## config.mk

```make
export PLATFORM = sky130hd
export DESIGN_NAME = pipe_seg_adder
export DESIGN_NICKNAME = d
export VERILOG_FILES = /design/src/rtl/pipe_seg_adder.sv
export SDC_FILE = /design/constraint.sdc
export NUM_CORES = 1
export LEC_CHECK = 0
export BUFFER_PORTS_ARGS = -buffer_cell sky130_fd_sc_hd__buf_2
export CORE_ASPECT_RATIO = 1.4
export CORE_MARGIN = 1
export CORE_UTILIZATION = 35
export DETAILED_ROUTE_END_ITERATION = 16
export SLEW_MARGIN = 40
export SYNTH_ARGS = -nofsm -noshare
export SYNTH_HDL_FRONTEND = slang
export SYNTH_SLANG_ARGS = --single-unit
```

## constraint.sdc

```tcl
create_clock -name clk -period 7.6 [get_ports clk]
set_input_delay 2.28 -clock clk [delete_from_list [all_inputs] [get_ports clk]]
set_output_delay 2.28 -clock clk [all_outputs]
set_load 0.01 [all_outputs]
```

## src/rtl/pipe_seg_adder.sv

```systemverilog
// Segmented, carry-pipelined adder/subtractor/xor/pass with a valid/ready handshake.
// Each stage resolves one SEG-bit slice; operand and result bits skew along one packed bus.

module pipe_seg_cell #(
  parameter int SEG = 8
) (
  input  logic [SEG-1:0] sa,
  input  logic [SEG-1:0] sb,
  input  logic           ci,
  input  logic [1:0]     md,
  output logic [SEG-1:0] res,
  output logic           co
);
  logic [SEG:0] add;

  assign add = {1'b0, sa} + {1'b0, sb} + {{SEG{1'b0}}, ci};
  assign co  = add[SEG];

  always_comb begin
    case (md)
      2'b10:   res = sa ^ sb;
      2'b11:   res = sa;
      default: res = add[SEG-1:0];
    endcase
  end
endmodule

module pipe_seg_adder #(
  parameter int WIDTH = 32,
  parameter int SEG   = 8
) (
  input  logic             clk,
  input  logic             rst,
  input  logic             in_valid,
  output logic             in_ready,
  input  logic [WIDTH-1:0] a,
  input  logic [WIDTH-1:0] b,
  input  logic             cin,
  input  logic [1:0]       mode,
  output logic             out_valid,
  input  logic             out_ready,
  output logic [WIDTH-1:0] sum,
  output logic             cout,
  output logic             ovf
);
  localparam int STAGES = WIDTH / SEG;
  localparam logic [1:0] M_ADD = 2'b00;
  localparam logic [1:0] M_SUB = 2'b01;

  // Stage k output is {b slices k+1.. (reversed), a slices above k, result slices 0..k};
  // it shrinks by SEG per stage and the last one is exactly the WIDTH-bit result.
  function automatic int off(input int k);
    return k * 2 * WIDTH - SEG * k * (k + 1) / 2;
  endfunction

  localparam int BUSW = off(STAGES);

  logic                        adv;
  logic                        accept;
  logic [STAGES:0]             vld_pipe;
  logic [STAGES-1:0]           vld_q;
  logic [BUSW-1:0]             pbus;
  logic [STAGES-1:0]           cy;
  logic [STAGES-1:0][1:0]      md_q;
  logic                        ovf_q;
  logic [WIDTH-1:0]            beff;
  logic [WIDTH-1:0]            brev;
  logic                        cin_eff;
  logic                        arith_last;

  assign out_valid = vld_pipe[STAGES] & ~rst;
  assign in_ready  = !(out_valid && !out_ready);
  assign adv       = in_ready;
  assign accept    = in_valid & in_ready & ~rst;
  assign vld_pipe  = {vld_q, accept};

  always_ff @(posedge clk) begin
    if (rst)      vld_q <= '0;
    else if (adv) vld_q <= vld_pipe[STAGES-1:0];
  end

  assign beff    = (mode == M_SUB) ? ~b : b;
  assign cin_eff = (mode == M_SUB) ? 1'b1 : ((mode == M_ADD) ? cin : 1'b0);

  // B slices are stored high-to-low so the slice a stage consumes is always on top.
  always_comb begin
    brev = '0;
    for (int j = 0; j < STAGES; j++)
      brev[(STAGES-1-j)*SEG +: SEG] = beff[j*SEG +: SEG];
  end

  for (genvar k = 0; k < STAGES; k++) begin : g_stg
    localparam int IW    = 2 * WIDTH - k * SEG;
    localparam int OW    = IW - SEG;
    localparam int OFF_O = off(k);

    logic [IW-1:0]  din;
    logic           ci;
    logic [1:0]     md;
    logic [SEG-1:0] res;
    logic           co;
    logic [OW-1:0]  nxt;

    if (k == 0) begin : g_head
      assign din = {brev, a};
      assign ci  = cin_eff;
      assign md  = mode;
    end else begin : g_body
      localparam int OFF_I = off(k - 1);
      assign din = pbus[OFF_I +: IW];
      assign ci  = cy[k-1];
      assign md  = md_q[k-1];
    end

    pipe_seg_cell #(.SEG(SEG)) u_cell (
      .sa  (din[k*SEG +: SEG]),
      .sb  (din[IW-1 -: SEG]),
      .ci  (ci),
      .md  (md),
      .res (res),
      .co  (co)
    );

    always_comb begin
      nxt              = din[OW-1:0];
      nxt[k*SEG +: SEG] = res;
    end

    always_ff @(posedge clk) begin
      if (rst) begin
        pbus[OFF_O +: OW] <= '0;
        cy[k]             <= 1'b0;
        md_q[k]           <= 2'b00;
      end else if (adv) begin
        pbus[OFF_O +: OW] <= nxt;
        cy[k]             <= co;
        md_q[k]           <= md;
      end
    end

    if (k == STAGES - 1) begin : g_ovf
      // MSBs of both effective operands are still on the bus at the last slice.
      logic ovf_n;
      assign ovf_n = (din[WIDTH-1] == din[IW-1]) && (res[SEG-1] != din[WIDTH-1]);

      always_ff @(posedge clk) begin
        if (rst)      ovf_q <= 1'b0;
        else if (adv) ovf_q <= ovf_n;
      end
    end
  end

  assign arith_last = (md_q[STAGES-1] == M_ADD) || (md_q[STAGES-1] == M_SUB);

  assign sum  = rst ? '0 : pbus[BUSW-1 -: WIDTH];
  assign cout = ~rst & arith_last & cy[STAGES-1];
  assign ovf  = ~rst & arith_last & ovf_q;
endmodule
```

# --- After elaboration in Yosys (flattened, before gate mapping) ---
# Cells that the tools add are included.
totals:
  ff_bits: 193
  latchBits: 0
  ram_bits: 0
  rom_bits: 0
  in_bits: 71
  out_inout_bits: 36
  word_cells: 61
  memories: 0
classes:
  add_sub_neg: 8
  mul: 0
  div: 0
  magnitude_cmp: 0
  eq_ne: 12
  shift: 0
  n_mux: 8
  n_bitwise: 12
  n_reduce_logical: 7
ops:
  columns: ["operator", "n"]
  rows:
  - ["two-way mux 32 bit", 2]
  - ["one-hot mux 8 bit (2 select lines)", 4]
  - ["adder 8 x 8 -> 9 bit", 4]
  - ["adder 9 x 1 -> 9 bit", 4]
  - ["NOT 32 bit", 1]
  - ["XOR 8 bit", 4]
  - ["equality test 2 bit (second input constant)", 8]
  - ["AND 1 bit", 6]
  - ["equality test 2 x 1 -> 1 bit (second input constant)", 2]
  - ["logical NOT 2 bit", 2]
  - ["logical AND 1 bit", 2]
  - ["logical NOT 1 bit", 2]
  - ["two-way mux 1 bit", 2]
  - ["equality test 1 bit", 1]
  - ["logical OR 1 bit", 1]
  - ["!= test 1 bit", 1]
  - ["NOT 1 bit", 1]

# --- Depth between registers and ports, before layout ---
depth:
  depth_word: 6
  mapped_depth: 14
  mapped_depth_nobuf: 11

# --- Hierarchy ---
# A second synthesis with hierarchy kept.
unflattened:
  cells_unflattened: 1174
  area_unflattened_um2: 9621.7
modules_own_cells:
  columns: ["mod", "instances", "cells_each", "area_per_inst_um2", "seq_area_each_um2"]
  rows:
  - ["pipe_seg_adder", 1, 886, 7574.8, 3843.7]
  - ["pipe_seg_cell at g_stg[2].u_cell ...", 2, 74, 519.2, 0.0]
  - ["pipe_seg_cell at g_stg[0].u_cell ...", 2, 70, 504.2, 0.0]

# --- Least setup slack after synthesis ---
# Ideal clock, no wire load.
synth_timing:
  path_kind: "input to output"
  startpoint: "in rst"
  endpoint: "out cout"
  arrival_time_ns: 2.989
  required_time_ns: 5.320
  setup_slack_ns: 2.331
  path_stages: 3
  path_buffers: 2
  path_cell_list: "clkbuf_1 buf_1 nor3b_1"
synth_between:
  elab_chain_len: 3
synth_lines:
  columns: ["item", "line_no", "rtl"]
  rows:
  - ["start: declaration", "33", "input logic rst,"]
  - ["NOT 1 bit", "156", "assign cout = ~rst & arith_last & cy[STAGES-1];"]
  - ["AND 1 bit (2 in a row)", "156", null]
  - ["end: declaration", "43", "output logic cout,"]
# No other way between the ends.

# --- Worst setup path in the final report ---
layout_timing:
  startpoint: "in rst"
  endpoint: "out sum[21]"
layout_between:
  elab_chain_len: 1
layout_lines:
  columns: ["item", "line_no", "rtl"]
  rows:
  - ["two-way mux 32 bit", "155", "assign sum = rst ? '0 : pbus[BUSW-1 -: WIDTH];"]
  - ["end: declaration", "42", "output logic [WIDTH-1:0] sum,"]
# No other way between the ends.

==> results.yml <==
setup_path:
  cp_num_buf_inv: 3
  cp-start-kind: "input port"
  crit_fanout: 82
  critPathRequiredTime_ns: 5.32
  cpPeakStageDelay_ns: 0.32
  cp_slowest_cell: "buf_16"
  cp.arrival_ns: 3.21
  reg2reg_to: "g_stg[2].din[12]$_SDFFE_PP0N_"
  path_class: "in2out"
  worstPathCellList: "buf_6, buf_16, nor2b_1, buf_2"
  end_kind: "primary output"
  reg2reg_depth: 8
  reg2reg_from: "g_stg[1].din[8]$_SDFFE_PP0N_"
  reg2reg_slack_ns: 5.37
  path_delay_family: "buffers and inverters"
synth:
  synth-edff-count: 0
  synth_adder_area_share_pct: 6.145
  syn_area_per_cell_um2: 8.023
  async_flop_share_pct: 0
  syn_area_um2: 9122
  synthXorXnorAreaFrac_pct: 3.936
  synth_top_family_by_area: "simple AND/OR/NAND/NOR gates"
  synthCells: 1137
  synth_seq_cells: 192
  synth-simple-area-share_pct: 21.18
  synth.distinct_cells: 53
  synth_top_area_share_pct: 42.13
  ys.flop_type: "dfxtp_1"
  ys_warn_count: 0
  synth_area_leader_cell: "dfxtp_1"
  synth_area_leaders: "dfxtp_1 (42%), nand2_1 (12%), a21oi_1 (8.5%)"
  synth-compound-area-share_pct: 17.93
  muxShareOfSynthArea_pct: 3.950
  syn-num-nets: 1248
  ys_seq_area_share_pct: 42.13
global_routing:
  grt_pass1_wl_um: 34690
  grt_max_degree: 83
  grt_pass1_vias: 6802
  track_usage_pct: 16.23
  grt_antenna_before_repair: 0
  grt-ovfl-total: 0
flow_run:
  maxCapViolCount: 0
worst_hold_path:
  holdCritStartpoint: "pbus[144]$_SDFFE_PP0N_"
  hold_end: "pbus[144]$_SDFFE_PP0N_"
  hp-class: "reg2reg"
  hold_depth: 2
sta:
  finalHoldViolCount: 0
  rsz0062_at_grt: "no"
  skew_ns: 0.006018
  final.period_utilization_pct: 72.18
  worstMarginPinSlew_ns: 0.7988
  drv_slew: 0
  setup_slack_ns: 2.114
  setup_viol: 0
  layout_min_cycle_time_ns: 5.486
  setup_tns_ns: 0
  max_slew_margin_pct: 46.75
  fmax_mhz: 182.3
clock_tree:
  cts_sinks: 192
  root_buffer: "clkbuf_16"
  clk_latency_ns: 0.43
  postCtsSetupBuffers: 0
  clk_pin_slew_worst_paths_ns: 0.06
  htreeDepth: 4
  cts_inserted_buffers: 17
  hold_buffers: 0
  cts_tree: "yes"
  ctsLongestPathBuffers: 2
  ctsResizeCount: 0
pwr:
  leakage_uw: 0.004255
  powerDensity_nw_per_um2: 220.0
  switching_share_pct: 24.64
  seqPwrFrac_pct: 48.3
  max-vdd-ir-drop_uv: 164.3
  p_switching_uw: 567.2
  combPwrFrac_pct: 12.0
  clkPwrFrac_pct: 39.7
  p_int_uw: 1735
outcome:
  status: "complete, but fails checks"
  violations: "design-rule violations"
route:
  drt_wl_total_um: 21220
  wire_per_inst_um: 13.93
  first_pass_iters: 10
  final_antenna_net_count: 0
  drt-initial-drc-count: 423
  via_count: 7515
  drc: 10
  via_per_inst: 4.931
cells_and_area:
  n_fill_cell: 2646
  fin_nets: 1305
  final_cell_mix: "nand2_1 (291), dfxtp_1 (192), a21oi_1 (155)"
  areaGrowthSynthToFinish_pct: 14.72
  ff_latch_area_um2: 3844
  layout_commonest_cell: "nand2_1"
  drive_above_1_share_pct: 13.44
  multi_input_area_um2: 4876
  antenna_cells: 0
die:
  start_util_pct: 35.82
  fp.coreArea_um2: 25470
  io_pins: 107
  rows: 69
  fp.dieArea_um2: 26720
  die_w_um: 138.4
  die_height_um: 193.0
placement:
  gp_congestion: 0.8067
  dp_slack_ns: 2.102
  io_buffers: 106
  hpwl_um: 14490
## power by group through the flow
stage          sequential, uW  combinational, uW  clock (uW)
6_report                 1110                277         913
5_1_grt                  1120                313         978
4_1_cts                  1110                280         939
3_5_place_dp             1140                278           0
3_3_place_gp             1130                272           0
2_1_floorplan            1120                211           0
## cell usage after synthesis, types with 2 or more instances
| master | count |
|---|---|
| mux2_2 | 4 |
| nor2_1 | 69 |
| fa_1 | 8 |
| clkbuf_1 | 39 |
| o31a_1 | 3 |
| buf_2 | 27 |
| o2111ai_1 | 4 |
| a211oi_1 | 49 |
| a21oi_1 | 155 |
| nor3_1 | 12 |
| xnor2_1 | 28 |
| nand4b_1 | 3 |
| nor3b_1 | 3 |
| buf_1 | 11 |
| xor2_1 | 13 |
| dfxtp_1 | 192 |
| nor4_1 | 2 |
| ha_1 | 32 |
| mux2i_1 | 30 |
| nand3_1 | 11 |
| inv_1 | 20 |
| nor4b_1 | 2 |
| o31ai_1 | 3 |
| buf_4 | 3 |
| or3_1 | 6 |
| o21a_1 | 9 |
| o21bai_1 | 4 |
| o211ai_1 | 6 |
| nor2b_1 | 46 |
| a31oi_1 | 4 |
| a311o_1 | 2 |
| nand2_1 | 291 |
| o22ai_1 | 2 |
| o21ai_0 | 24 |
| clkinv_1 | 2 |
## cells by family (layout without fill, tap and decap cells)
kind of cell / Yosys count / in the layout
AO/OA/AOI/OAI: 274 / 274
AND/OR/NAND/NOR: 452 / 452
flip-flops: 192 / 192
buffers and inverters: 103 / 171
XOR/XNOR: 41 / 41
adder cells (fa/ha/maj): 40 / 40
multiplexers: 35 / 35
## tightest hold or removal path, delay by kind of cell (launching register included)
family | cells | cell delay, ns
AO/OA/AOI/OAI | 1 | 0.05
AND/OR/NAND/NOR | 1 | 0.05
flip-flops | 1 | 0.31
## flip-flops by register name (all words and copies together), names as in the netlist
signal / flops
g_stg.ci: 3
g_stg.din: 144
g_stg.md: 6
pbus: 32
ovf_q: 1
vld_q: 4
md_q: 1
cy: 1
## layout make-up
| class | count | area share, % |
|---|---|---|
| Sequential cell | 192 | 36.73 |
| Tap cell | 319 | 3.814 |
| Clock buffer | 20 | 4.460 |
| Multi-Input combinational cell | 842 | 46.59 |
| Timing Repair Buffer | 118 | 6.301 |
| Inverter | 23 | 0.8250 |
| Clock inverter | 10 | 1.279 |
## worst max path at each step
| stage | from | to | slack (ns) | cells past startpoint |
|---|---|---|---|---|
| after global placement | rst | sum[30] | 2.03 | 3 |
| after floorplan | rst | cout | 2.33 | 3 |
| after CTS | rst | sum[30] | 2.10 | 4 |
| after detailed placement | rst | sum[25] | 2.10 | 4 |
| after global routing | rst | sum[30] | 2.04 | 4 |
| final | rst | sum[21] | 2.11 | 4 |
## through the flow
stage               power, uW  instance area (um^2)  util, %  hold WS [ns]  instances
finish                   2302                 10470    41.09        0.4503       1524
global route             2412                 10470    41.09        0.4605       1524
CTS                      2332                 10470    41.09        0.4500       1524
detailed placement       1413                  9864    38.73        0.4409       1494
global placement         1407                  9817    38.55        0.4386       1492
floorplan                1328                  9123        -        0.4273       1137
## layer usage
layer	vias up	share of wire (%)	track usage, %	routed length (um)
met2	129	45	26.26	9599
met1	3409	50	21.68	10550
met4	0	1.4	5.791	306
li1	3958	-	-	-
met3	19	3.6	2.939	771
met5	-	0	0	0
Power figures use the tool's default switching activity.
